File: config.mk
export PLATFORM = sky130hd
export DESIGN_NAME = zeroheti_mtimer
export DESIGN_NICKNAME = d
export VERILOG_FILES = /design/src/rtl/zeroheti_pkg.sv /design/src/rtl/zeroheti_mtimer_presc.sv /design/src/rtl/zeroheti_mtimer.sv
export SDC_FILE = /design/constraint.sdc
export NUM_CORES = 1
export LEC_CHECK = 0
export ABC_AREA = 1
export BUFFER_PORTS_ARGS = -buffer_cell sky130_fd_sc_hd__buf_2
export CORE_ASPECT_RATIO = 0.6
export CORE_MARGIN = 3
export CORE_UTILIZATION = 62
export DETAILED_ROUTE_END_ITERATION = 6
export PLACE_DENSITY = 0.82
export SYNTH_ARGS = -nofsm -noshare
export SYNTH_HDL_FRONTEND = slang
export SYNTH_SLANG_ARGS = --single-unit
export TNS_END_PERCENT = 30
File: constraint.sdc
create_clock -name clk_i -period 4.1 [get_ports clk_i]
set_clock_uncertainty 0.05 [all_clocks]
set_input_delay 0.41 -clock clk_i [delete_from_list [all_inputs] [get_ports clk_i]]
set_output_delay 0.41 -clock clk_i [all_outputs]
set_load 0.02 [all_outputs]
File: src/rtl/zeroheti_pkg.sv
// zeroheti_pkg: shared system definitions for zeroHETI.
// Holds the system address map and the machine-timer register map types,
// plus a byte-enable merge helper used by register write paths.
package zeroheti_pkg;

    // Address window of one subordinate.
    typedef struct packed {
        logic [31:0] base;
        logic [31:0] last;
    } addr_rule_t;

    // System address map. Only the windows used in this slice are listed.
    typedef struct packed {
        addr_rule_t mtimer;
    } addr_map_t;

    localparam addr_map_t AddrMap = '{
        mtimer: '{base: 32'h0000_2100, last: 32'h0000_2113}
    };

    // Machine timer register map, as word index (offset[4:2]).
    localparam int unsigned MtimerNumRegs = 5;

    typedef enum logic [2:0] {
        MTIMER_MTIME_LO    = 3'd0,
        MTIMER_MTIME_HI    = 3'd1,
        MTIMER_MTIMECMP_LO = 3'd2,
        MTIMER_MTIMECMP_HI = 3'd3,
        MTIMER_CTRL        = 3'd4
    } mtimer_reg_e;

    // Widest supported prescaler field; narrower instances keep the upper bits at 0.
    localparam int unsigned MtimerMaxPrescW = 16;

    typedef struct packed {
        logic [MtimerMaxPrescW-1:0] presc;
        logic                       en;
    } mtimer_ctrl_t;

    // Replace the bytes of old_v selected by be with the matching bytes of new_v.
    function automatic logic [31:0] be_merge(input logic [31:0] old_v,
                                             input logic [31:0] new_v,
                                             input logic [3:0]  be);
        logic [31:0] res;
        res = old_v;
        for (int i = 0; i < 4; i++) begin
            if (be[i]) begin
                res[8*i +: 8] = new_v[8*i +: 8];
            end else begin
                res[8*i +: 8] = old_v[8*i +: 8];
            end
        end
        return res;
    endfunction

endpackage

File: src/rtl/zeroheti_mtimer_presc.sv
// zeroheti_mtimer_presc: prescaler for the machine timer.
// Counts cycles while enabled and strobes tick_o for one cycle each time the
// count reaches presc_i, so mtime advances once every presc_i+1 cycles.
// Ports:
//   clk_i, rst_ni  clock, asynchronous active-low reset
//   en_i           count enable; when low the counter is held at 0
//   clr_i          synchronous clear (any CTRL write)
//   presc_i        terminal count
//   tick_o         single-cycle increment strobe for mtime
module zeroheti_mtimer_presc
    import zeroheti_pkg::*;
#(
    parameter int unsigned PrescW = 8
) (
    input  logic              clk_i,
    input  logic              rst_ni,
    input  logic              en_i,
    input  logic              clr_i,
    input  logic [PrescW-1:0] presc_i,
    output logic              tick_o
);

    logic [PrescW-1:0] tick_cnt_d;
    logic [PrescW-1:0] tick_cnt_q;
    logic              tick_s;

    // The strobe is taken from the current count so presc=0 ticks every enabled cycle.
    assign tick_s = en_i && (tick_cnt_q == presc_i);
    assign tick_o = tick_s;

    // Next count: clear on CTRL write or disable, wrap on terminal count, else advance.
    always_comb begin
        tick_cnt_d = tick_cnt_q;
        if (clr_i || !en_i) begin
            tick_cnt_d = {PrescW{1'b0}};
        end else if (tick_s) begin
            tick_cnt_d = {PrescW{1'b0}};
        end else begin
            tick_cnt_d = tick_cnt_q + {{(PrescW-1){1'b0}}, 1'b1};
        end
    end

    // Prescaler count register.
    always_ff @(posedge clk_i or negedge rst_ni) begin
        if (!rst_ni) begin
            tick_cnt_q <= {PrescW{1'b0}};
        end else begin
            tick_cnt_q <= tick_cnt_d;
        end
    end

endmodule

File: src/rtl/zeroheti_mtimer.sv
// zeroheti_mtimer: RISC-V machine timer, OBI subordinate.
// Holds the 64-bit mtime counter, 64-bit mtimecmp, CTRL (en, presc), the
// high-word read shadow and the registered timer interrupt.
// Ports:
//   clk_i, rst_ni              clock, asynchronous active-low reset
//   req_i/gnt_o                OBI request/grant (grant is req_i, no back-pressure)
//   addr_i, we_i, be_i, wdata_i OBI address phase
//   rvalid_o, rdata_o, err_o   OBI response phase, one cycle after grant
//   timer_irq_o                level interrupt, mtime >= mtimecmp
module zeroheti_mtimer
    import zeroheti_pkg::*;
#(
    parameter logic [31:0] BaseAddr = zeroheti_pkg::AddrMap.mtimer.base,
    parameter int unsigned PrescW   = 8
) (
    input  logic        clk_i,
    input  logic        rst_ni,
    input  logic        req_i,
    output logic        gnt_o,
    input  logic [31:0] addr_i,
    input  logic        we_i,
    input  logic [3:0]  be_i,
    input  logic [31:0] wdata_i,
    output logic        rvalid_o,
    output logic [31:0] rdata_o,
    output logic        err_o,
    output logic        timer_irq_o
);

    localparam logic [MtimerMaxPrescW-1:0] PrescMask =
        MtimerMaxPrescW'((32'd1 << PrescW) - 32'd1);

    logic [63:0]  mtime_d,     mtime_q;
    logic [63:0]  mtimecmp_d,  mtimecmp_q;
    mtimer_ctrl_t ctrl_d,      ctrl_q;
    logic [31:0]  hi_shadow_d, hi_shadow_q;
    logic         rvalid_d,    rvalid_q;
    logic [31:0]  rdata_d,     rdata_q;
    logic         err_d,       err_q;
    logic         irq_d,       irq_q;

    logic [2:0]   reg_idx_s;
    logic [31:0]  ctrl_rd_s;
    logic [31:0]  ctrl_wr_s;
    logic         ctrl_clr_s;
    logic         tick_s;
    logic         addr_unused_s;

    // Base is word aligned, so offset[4:2] needs no borrow from the low bits.
    assign reg_idx_s     = addr_i[4:2] - BaseAddr[4:2];
    assign addr_unused_s = ^{addr_i[31:5], addr_i[1:0]};

    assign ctrl_rd_s = {8'd0, ctrl_q.presc, 7'd0, ctrl_q.en};
    assign ctrl_wr_s = be_merge(ctrl_rd_s, wdata_i, be_i);

    assign gnt_o       = req_i;
    assign rvalid_o    = rvalid_q;
    assign rdata_o     = rdata_q;
    assign err_o       = err_q;
    assign timer_irq_o = irq_q;

    zeroheti_mtimer_presc #(
        .PrescW (PrescW)
    ) u_presc (
        .clk_i   (clk_i),
        .rst_ni  (rst_ni),
        .en_i    (ctrl_q.en),
        .clr_i   (ctrl_clr_s),
        .presc_i (ctrl_q.presc[PrescW-1:0]),
        .tick_o  (tick_s)
    );

    // Register file next state, bus decode and response data.
    always_comb begin
        mtime_d     = tick_s ? (mtime_q + 64'd1) : mtime_q;
        mtimecmp_d  = mtimecmp_q;
        ctrl_d      = ctrl_q;
        hi_shadow_d = hi_shadow_q;
        rvalid_d    = 1'b0;
        rdata_d     = 32'd0;
        err_d       = 1'b0;
        ctrl_clr_s  = 1'b0;
        if (req_i) begin
            rvalid_d = 1'b1;
            if (we_i) begin
                case (reg_idx_s)
                    // A software write replaces the increment; the other half keeps its old value.
                    MTIMER_MTIME_LO:    mtime_d = {mtime_q[63:32], be_merge(mtime_q[31:0], wdata_i, be_i)};
                    MTIMER_MTIME_HI:    mtime_d = {be_merge(mtime_q[63:32], wdata_i, be_i), mtime_q[31:0]};
                    MTIMER_MTIMECMP_LO: mtimecmp_d[31:0]  = be_merge(mtimecmp_q[31:0], wdata_i, be_i);
                    MTIMER_MTIMECMP_HI: mtimecmp_d[63:32] = be_merge(mtimecmp_q[63:32], wdata_i, be_i);
                    MTIMER_CTRL: begin
                        ctrl_d.en    = ctrl_wr_s[0];
                        ctrl_d.presc = ctrl_wr_s[8 +: MtimerMaxPrescW] & PrescMask;
                        ctrl_clr_s   = 1'b1;
                    end
                    default:            err_d = 1'b1;
                endcase
            end else begin
                case (reg_idx_s)
                    // Snapshot the high word so a following HI read pairs with this LO.
                    MTIMER_MTIME_LO: begin
                        rdata_d     = mtime_q[31:0];
                        hi_shadow_d = mtime_q[63:32];
                    end
                    MTIMER_MTIME_HI:    rdata_d = hi_shadow_q;
                    MTIMER_MTIMECMP_LO: rdata_d = mtimecmp_q[31:0];
                    MTIMER_MTIMECMP_HI: rdata_d = mtimecmp_q[63:32];
                    MTIMER_CTRL:        rdata_d = ctrl_rd_s;
                    default:            err_d   = 1'b1;
                endcase
            end
        end else begin
            rvalid_d = 1'b0;
        end
    end

    // Comparator on current register values; registered below.
    always_comb begin
        irq_d = (mtime_q >= mtimecmp_q);
    end

    // Timer state, shadow, OBI response and interrupt registers.
    always_ff @(posedge clk_i or negedge rst_ni) begin
        if (!rst_ni) begin
            mtime_q     <= 64'd0;
            mtimecmp_q  <= {64{1'b1}};
            ctrl_q      <= '0;
            hi_shadow_q <= 32'd0;
            rvalid_q    <= 1'b0;
            rdata_q     <= 32'd0;
            err_q       <= 1'b0;
            irq_q       <= 1'b0;
        end else begin
            mtime_q     <= mtime_d;
            mtimecmp_q  <= mtimecmp_d;
            ctrl_q      <= ctrl_d;
            hi_shadow_q <= hi_shadow_d;
            rvalid_q    <= rvalid_d;
            rdata_q     <= rdata_d;
            err_q       <= err_d;
            irq_q       <= irq_d;
        end
    end

endmodule

; ---- Yosys cells after proc, flatten, opt, wreduce, memory -nomap -nowiden
; Cells that the tools add are included.
[classes]
addsub = 2
order_cmp = 1
eq_ne = 15
mux = 19
bitwise = 1
reduce_logical = 24
[op_table]
columns = cell, n
row1 = 64-bit 2-to-1 mux, 3
row2 = 32-bit case mux with 5 select lines, 1
row3 = 64-bit case mux with 2 select lines, 1
row4 = 64-bit by 1-bit adder with 64-bit output (second input constant), 1
row5 = 64-bit >= comparator, 1
row6 = 32-bit 2-to-1 mux, 2
row7 = 8-bit 2-to-1 mux, 6
row8 = 4-bit AND reduction, 10
row9 = 4-bit inequality test (second input constant), 8
row10 = 2-bit AND reduction, 8
row11 = 8-bit by 1-bit adder with 8-bit output (second input constant), 1
row12 = 8-bit equality test, 1
row13 = 3-bit by 2-bit equality test with 1-bit output (second input constant), 2
row14 = 1-bit 2-to-1 mux, 6
row15 = 3-bit inequality test (second input constant), 2
row16 = 5-bit OR reduction, 1
row17 = 3-bit by 1-bit equality test with 1-bit output (second input constant), 1
row18 = 3-bit equality test (second input constant), 1
row19 = 3-bit zero test, 1
row20 = 3-bit AND reduction, 1
row21 = 1-bit logical AND, 1
row22 = 1-bit zero test, 1
row23 = 1-bit logical OR, 1
row24 = 1-bit inverter, 1
[word_totals]
ff_bits = 212
in_bits = 72
elab_cells = 86

; ---- Depth between registers and ports, before layout
; Gate-level depths: netlist of run 1.
[depth]
ltp_word = 6
mapped_depth = 14

; ---- Cells and area by module
; Synthesis of run 1 repeated with hierarchy kept, for this count alone.
[unflattened]
cells_unflattened = 1732
hier_area_um2 = 13063.8
[by_module_without_submodules]
columns = mod, n_inst, cells_per_inst, area_per_inst_um2, seq_area_each_um2
row1 = zeroheti_mtimer, 1, 1650, 12492.0, 5185.0
row2 = zeroheti_mtimer_presc, 1, 82, 571.8, 200.2

; ---- Least setup slack after synthesis of run 1
; Ideal clock, no wire load.
[synth_timing]
path_kind = register to register
startpoint = register mtime_q[1]
endpoint = register mtime_q[40]
setup_time_ns = 0.122
t_arrival_ns = 1.688
setup_slack_ns = 2.240
path_stages_with_launch = 12
n_path_buf = 0
period_less_slack_ns = 1.860
cell_sequence = dfrtp_1 ha_1 inv_1 nor2_2 nand2_2 nor3_2 nand2_2 nor2_4 nand2_1 xor2_1 nand2_1 a21oi_1
[synth_via]
elab_chain_len = 5
[synth_rtl]
columns = item, line
row1 = from (decl), zeroheti_mtimer.sv:33  ; logic [63:0] mtime_d, mtime_q;
row2 = from (signal assigned), zeroheti_mtimer.sv:135  ; mtime_q <= mtime_d;
row3 = 64-bit by 1-bit adder with 64-bit output (*), zeroheti_mtimer.sv:75  ; mtime_d = tick_s ? (mtime_q + 64'd1) : mtime_q;
row4 = 64-bit 2-to-1 mux (*), zeroheti_mtimer.sv:75
row5 = 64-bit case mux with 2 select lines, zeroheti_mtimer.sv:86  ; case (reg_idx_s)
row6 = 64-bit 2-to-1 mux, zeroheti_mtimer.sv:85  ; if (we_i) begin
row7 = 64-bit 2-to-1 mux (*), zeroheti_mtimer.sv:83  ; if (req_i) begin
; Mark *: on every way between the ends. The rest lies on a longest branch, timed or not.
; A chain may end at the register's enable or synchronous reset.

; ---- Worst setup path after layout of run 1
[layout_timing]
startpoint = register mtime_q[12]
endpoint = register mtime_q[55]
; Same word-level chain as after synthesis.

==> flow_metrics.py, run 1 <==
metrics = {
    "cts": {
        "clock_path_buffers": 3,
        "ctsResizeCount": 0,
        "root_buffer": "clkbuf_16",
        "path_clk_slew_ps": 70,
        "insertion_delay_ps": 540,
        "clock_sinks": 212,
        "cts-buffers-inserted": 21,
        "cts_tree": "built",
        "h-tree-depth": 1,
    },
    "timing": {
        "drv_slew": 0,
        "setup_tns_ps": 0,
        "rsz0062_at_grt": "no",
        "hold_viol_final": 0,
        "setup_viol": 0,
        "max_clock_freq_mhz": 334,
        "fin_crit_ps": 3000,
        "whs_ps": 94.0,
        "post-route-period-util": 0.731,
        "maxSlewHeadroom": 0.146,
        "tightest_slew_ps": 1280,
    },
    "global_routing": {
        "grt_pass1_wl_um": 74400,
        "first_global_vias": 12900,
        "gr-total-overflow": 0,
        "grt_usage": 0.412,
        "antenna_found_initial": 1,
        "grt_start_max_net_pins": 117,
    },
    "outcome": {
        "status": "finished with violations",
        "violations": "DRC",
    },
    "route": {
        "met2_length_um": 19000,
        "ant_nets": 0,
        "viasPerCell": 6.46,
        "dr.pass1.iters": 7,
        "topRoutingLayerUsed": "met5",
        "met3_length_um": 8570,
        "drt_iter0_markers": 2225,
        "wl_met1_um": 20000,
        "via_count": 13800,
        "drc": 1,
        "wl_per_cell_um": 22.8,
        "drt_wl_total_um": 48800,
    },
    "floorplan": {
        "ios": 108,
        "start_util": 0.650,
        "dieArea_mm2": 0.0234,
        "rows": 40,
        "fp.dieH_um": 120,
        "core_mm2": 0.0206,
        "die_w_um": 196,
    },
    "setup_path": {
        "crit_chain": "nand2_1, nor2_1, nand3_1, nor2_1, nand4_1, nor2_1, nand3_1, nand3_1, a21oi_1",
        "r2r_start": "mtime_q[12]",
        "rrSetupSlack_ps": 1100,
        "reg2reg_to": "mtime_q[55]",
        "critPathSlowestCell": "dfrtp_1",
        "slowest_delay_ps": 600,
        "arrival_ps": 3350,
        "cp-end-kind": "register",
        "cp-start-kind": "register",
        "cp_max_fo": 7,
        "critPathKind": "register to register",
        "r2r_cells": 9,
        "critPathRequiredTime_ps": 4460,
    },
    "layout": {
        "drive_above_1_share": 0.140,
        "final_cells": 2143,
        "n_fill_cell": 1645,
        "final_core_util": 0.714,
        "num_antenna_cells": 0,
        "fin_nets": 1993,
        "syn_to_final_growth_pct": 9.90,
    },
    "synthesis": {
        "synth_cell_types": 51,
        "syn_area_per_cell_um2": 7.45,
        "synthCells": 1795,
        "synth_top_area_frac": 0.277,
        "synthTopCellsByArea": "dfrtp_1 28%, dfstp_2 13%, nand2_1 12%",
        "ys_seq_area_frac": 0.403,
        "synth-seq-cells": 212,
        "yosys.area.top_type": "dfrtp_1",
        "syn_area_mm2": 0.0134,
        "yosysWarnings": 0,
        "synth_fp_nets": 1933,
    },
    "min_path": {
        "hold_class": "primary input to register",
        "hold_start": "wdata_i[27]",
        "min_delay_path_depth": 3,
        "worst_hold_path.endpoint": "mtimecmp_q[59]",
    },
    "flow_run": {
        "maxCapViolCount": 0,
    },
    "power": {
        "ir_worst_vdd_uv": 475,
        "p_leak_nw": 6.88,
        "p_per_area_mw_per_mm2": 513,
    },
    "place": {
        "hpwl_um": 36100,
        "gp_congestion": 1.11,
        "io_buffers": 78,
        "placed_cells": 2103,
    },
}
[flip-flops by register name, indices dropped and copies added, names as in the netlist]
name and flops:
rvalid_o 1, hi_shadow_q 32, rdata_o 32, err_o 1
timer_irq_o 1, u_presc.tick_cnt_q 8, mtimecmp_q 64, ctrl_q 9
mtime_q 64
[repair_timing]
item,in CTS,in global routing
hold endpoints to repair,77,0
hold buffers,2,0
setup endpoints to repair,0,0
buffers inserted,0,0
[how the worst max path moves through the flow]
| stage | end | start | slack, ps |
|---|---|---|---|
| after floorplan | mtime_q[40] | mtime_q[1] | 2240 |
| after global placement | mtime_q[55] | mtime_q[23] | 1370 |
| after detailed placement | hi_shadow_q[28] | addr_i[3] | 1270 |
| after CTS | mtime_q[55] | mtime_q[23] | 1340 |
| after global routing | mtime_q[55] | mtime_q[12] | 1080 |
| final | mtime_q[55] | mtime_q[12] | 1100 |
[cell type report]
class	count	area, um2	share of cell area
Tap cell	273	342	0.0232
Sequential cell	212	5390	0.366
Multi-Input combinational cell	1277	6790	0.462
Timing Repair Buffer	93	543	0.0370
Clock inverter	6	87.6	0.00596
Inverter	250	947	0.0645
Clock buffer	32	597	0.0406
[synth_stat cells, drive strengths merged]
master	instances
o221ai	1
o21ai	165
xnor2	2
a211oi	7
nor3	48
dfstp	64
a31oi	32
o22ai	27
nand2	443
nor3b	1
o21bai	1
o31ai	4
inv	245
or2	1
dfrtp	148
nor2	182
clkbuf	33
a21oi	106
and3	3
a22oi	24
clkinv	5
buf	23
nor4	2
xor2	13
o32ai	2
o211ai	3
nand3b	1
nand3	83
a221oi	27
ha	66
nand4	33
[cell families (layout without fill, tap and decap cells)]
logic type | Yosys count | count (layout) | synth area share
adder cells (fa/ha/maj) | 66 | 66 | 0.0618
buffers and inverters | 306 | 381 | 0.0900
XOR/XNOR | 15 | 15 | 0.00983
AND/OR/NAND/NOR | 797 | 797 | 0.261
AO/OA/AOI/OAI | 399 | 399 | 0.174
flip-flops | 212 | 212 | 0.403
[metal layers]
layer / GRT usage / vias up
li1: - / 6103
met1: 0.604 / 6551
met2: 0.549 / 1061
met3: 0.186 / 120
met4: 0.101 / 2
met5: 0 / -
[placed cells by master, fill, tap and decap left out, types with 17 or more instances in the layout]
cell | netlist | layout
nand2_1 | 431 | 430
inv_1 | 227 | 227
nor2_1 | 160 | 160
o21ai_0 | 153 | 153
dfrtp_1 | 148 | 148
a21oi_1 | 100 | 100
nand3_1 | 79 | 79
buf_2 | 13 | 77
ha_1 | 66 | 66
dfstp_2 | 64 | 64
nor3_1 | 41 | 40
nand4_1 | 33 | 33
a31oi_1 | 32 | 32
o22ai_1 | 27 | 27
a221oi_1 | 27 | 27
a22oi_1 | 24 | 24
clkbuf_16 | 0 | 21
inv_2 | 17 | 17
[critical path, delay by kind of cell, from the launching register on]
kind,cells,cell delay (ps)
compound gates,1,80
flops,1,600
simple gates,8,2090
[through the flow]
step	power [mW]	cell area (um2)	setup WS [ps]
finish	7.54	14700	1100
global route	7.94	14700	1080
detailed placement	5.40	14000	1270
floorplan	4.54	13400	2240
CTS	7.41	14700	1340
global placement	5.26	14000	1370
[report_power, final]
| group | total [mW] | internal (mW) | switching [mW] | leakage, nW |
|---|---|---|---|---|
| Clock | 2.01 | 1.14 | 0.875 | 0.335 |
| Sequential | 3.19 | 2.63 | 0.564 | 2.58 |
| Combinational | 2.34 | 0.782 | 1.56 | 3.97 |
(Power assumes the default switching activity.)
==> run 2: changes to the inputs <==
Settings changed: ABC_AREA 1 to 0, CORE_UTILIZATION 62 to 55, PLACE_DENSITY 0.82 to 0.77.
Clock period 4.1 ns to 2.45 ns, I/O delays scaled along.
==> flow_metrics.py, run 2 <==
metrics = {
    "synthesis": {
        "ys.flop_type": "dfrtp_1",
        "yosys.area.top_type": "dfrtp_1",
        "synth-seq-cells": 212,
        "synth_top_area_frac": 0.293,
        "synthTopCellsByArea": "dfrtp_1 29%, dfstp_2 13%, mux2_2 9.5%",
        "synth_cell_types": 75,
        "ys_seq_area_frac": 0.426,
        "async_reset_ff_frac": 1.00,
        "synthCells": 1290,
        "yosysWarnings": 0,
        "synth_fp_nets": 1428,
        "syn_area_per_cell_um2": 9.79,
        "syn_area_mm2": 0.0126,
        "synth_most_common_cell": "dfrtp_1",
        "synthTopCellsByCount": "148 x dfrtp_1, 120 x nor2_1, 106 x mux2_2, 94 x nand2_1, 74 x inv_1",
        "synth-edff-count": 0,
    },
    "cts": {
        "clock_sinks": 212,
        "root_buffer": "clkbuf_16",
        "cts-buffers-inserted": 21,
        "clock_path_buffers": 3,
        "path_clk_slew_ps": 60,
        "insertion_delay_ps": 530,
        "cts_tree": "built",
        "h-tree-depth": 1,
    },
    "layout": {
        "reg_top3": "mtime_q x64, mtimecmp_q x64",
        "mostFrequentLayoutCells": "195 x buf_4, 146 x dfrtp_1, 117 x nor2_1, 106 x mux2_2, 91 x nand2_1",
        "fin_nets": 1686,
        "syn_to_final_growth_pct": 26.6,
        "layout_commonest_cell": "buf_4",
        "drive_above_1_share": 0.358,
        "final_cells": 1872,
    },
    "power": {
        "seqPwrFrac": 0.402,
        "p_sw_mw": 4.11,
        "p_clk_frac": 0.270,
        "ir_worst_vdd_uv": 502,
        "p_comb_frac": 0.327,
        "p_per_area_mw_per_mm2": 763,
        "swShare": 0.337,
        "p_int_mw": 8.08,
        "p_leak_nw": 7.04,
    },
    "setup_path": {
        "cp-end-kind": "register",
        "cpLargestDelayFamily": "simple AND/OR/NAND/NOR gates",
        "crit_buf_inv": 2,
        "slowest_delay_ps": 420,
        "cp-start-kind": "register",
        "critPathRequiredTime_ps": 2790,
        "rrSetupSlack_ps": -120,
        "critPathKind": "register to register",
        "cp_max_fo": 5,
        "critPathSlowestCell": "dfrtp_1",
        "crit_top_cell": "buf_4",
        "crit_chain": "xor2_2, nor4_4, buf_4, nand4_1, buf_4, nor4_2, xnor2_1, o221ai_1",
        "arrival_ps": 2910,
    },
    "global_routing": {
        "grt_usage": 0.348,
        "grt_pass1_wl_um": 67000,
        "first_global_vias": 11500,
        "gr-total-overflow": 0,
        "grt_start_max_net_pins": 64,
        "antenna_found_initial": 0,
    },
    "floorplan": {
        "fp.dieH_um": 123,
        "dieArea_mm2": 0.0249,
        "core_mm2": 0.0223,
        "die_w_um": 202,
        "start_util": 0.567,
        "ios": 108,
        "rows": 42,
    },
    "route": {
        "drt_wl_total_um": 44200,
        "drt_iter0_markers": 1595,
        "viasPerCell": 6.53,
        "ant_nets": 0,
        "dr.pass1.iters": 6,
        "wl_per_cell_um": 23.6,
        "via_count": 12200,
        "drc": 0,
    },
    "outcome": {
        "violations": "setup timing",
        "status": "finished with violations",
    },
    "min_path": {
        "hold_class": "primary input to register",
    },
    "timing": {
        "rsz0062_at_grt": "yes",
        "setup_viol": 4,
        "post-route-period-util": 1.05,
        "maxSlewHeadroom": 0.555,
        "fin_crit_ps": 2570,
        "layout_setup_ws_ps": -117,
        "tightest_slew_ps": 661,
        "drv_slew": 0,
        "max_clock_freq_mhz": 390,
        "hold_viol_final": 0,
    },
    "place": {
        "io_buffers": 78,
        "hpwl_um": 32700,
        "dpl_worst_slack_ps": -151,
        "placed_cells": 1806,
        "gp_congestion": 1.02,
    },
    "flow_run": {
        "maxCapViolCount": 0,
    },
}
[run 2: changes by cell type after synthesis, sizes merged, moves of 22 or more]
cell	change
a21oi	-58
nor4	+25
mux2	+106
o22ai	-23
mux2i	+22
a31oi	-24
nand2	-349
o21ai	-107
inv	-171
nand3	-26
nor2	-62
[run 2: power groups by stage]
| stage | sequential [mW] | combinational [mW] | clock, mW |
|---|---|---|---|
| global placement | 4.89 | 3.56 | 0 |
| detailed placement | 4.92 | 3.70 | 0 |
| CTS | 4.87 | 3.77 | 3.33 |
| global route | 4.98 | 4.35 | 3.49 |
| floorplan | 4.92 | 2.02 | 0 |
| finish | 4.91 | 3.99 | 3.29 |
[run 2: layout make-up]
cell class | instances | area, um2
Timing Repair Buffer | 300 | 2190
Clock inverter | 6 | 83.8
Fill cell | 1719 | 6300
Sequential cell | 212 | 5390
Inverter | 74 | 278
Clock buffer | 32 | 597
Antenna cell | 1 | 2.50
Tap cell | 308 | 385
Multi-Input combinational cell | 939 | 7060
[run 2: worst paths after layout]
check,end,depth (start not counted),from
worst max-delay path,mtime_q[42],8,u_presc.tick_cnt_q[0]
worst min-delay path,mtimecmp_q[33],2,wdata_i[1]
worst max register to register,mtime_q[42],8,u_presc.tick_cnt_q[0]
worst min register to register,hi_shadow_q[27],2,hi_shadow_q[27]
max in group asynchronous,mtimecmp_q[14],3,rst_ni
min in group asynchronous,rdata_o[4],2,rst_ni
[run 2: metrics by stage]
stage | hold slack [ps] | area [um2] | setup TNS [ps] | utilization | total power, mW
2_1_floorplan | -101 | 12600 | 0 | - | 6.94
3_3_place_gp | 173 | 14700 | -570 | 0.659 | 8.44
3_5_place_dp | 173 | 14700 | -1090 | 0.659 | 8.62
4_1_cts | 2.45 | 15600 | -65.8 | 0.700 | 12.0
5_1_grt | 2.79 | 16000 | -871 | 0.717 | 12.8
6_report | 17.3 | 16000 | -286 | 0.717 | 12.2
[run 2: logic make-up after synthesis]
kind of cell / Yosys count / synth area share
DFF: 212 / 0.426
and+or+nand+nor: 455 / 0.188
muxes: 131 / 0.117
AOI/OAI and AO/OA: 265 / 0.144
xor gates and xnor gates: 22 / 0.0153
adders and majority gates: 66 / 0.0654
buffers and inverters: 139 / 0.0436
[run 2: repair_timing]
item,in CTS,in global routing
pin swaps,3,26
hold buffers,17,1
hold endpoints to repair,105,1
cloned,0,0
setup buffers,0,9
setup endpoints to repair,14,42
gates resized for setup,12,63
[run 2: metal layers]
| layer | global-route usage | share of wire | wire length (um) | vias to the layer above |
|---|---|---|---|---|
| li1 | - | - | - | 5312 |
| met2 | 0.487 | 0.40 | 17700 | 861 |
| met5 | 0 | 0 | 0 | - |
| met4 | 0.0758 | 0.024 | 1080 | 0 |
| met3 | 0.136 | 0.15 | 6670 | 94 |
| met1 | 0.510 | 0.43 | 18800 | 5962 |
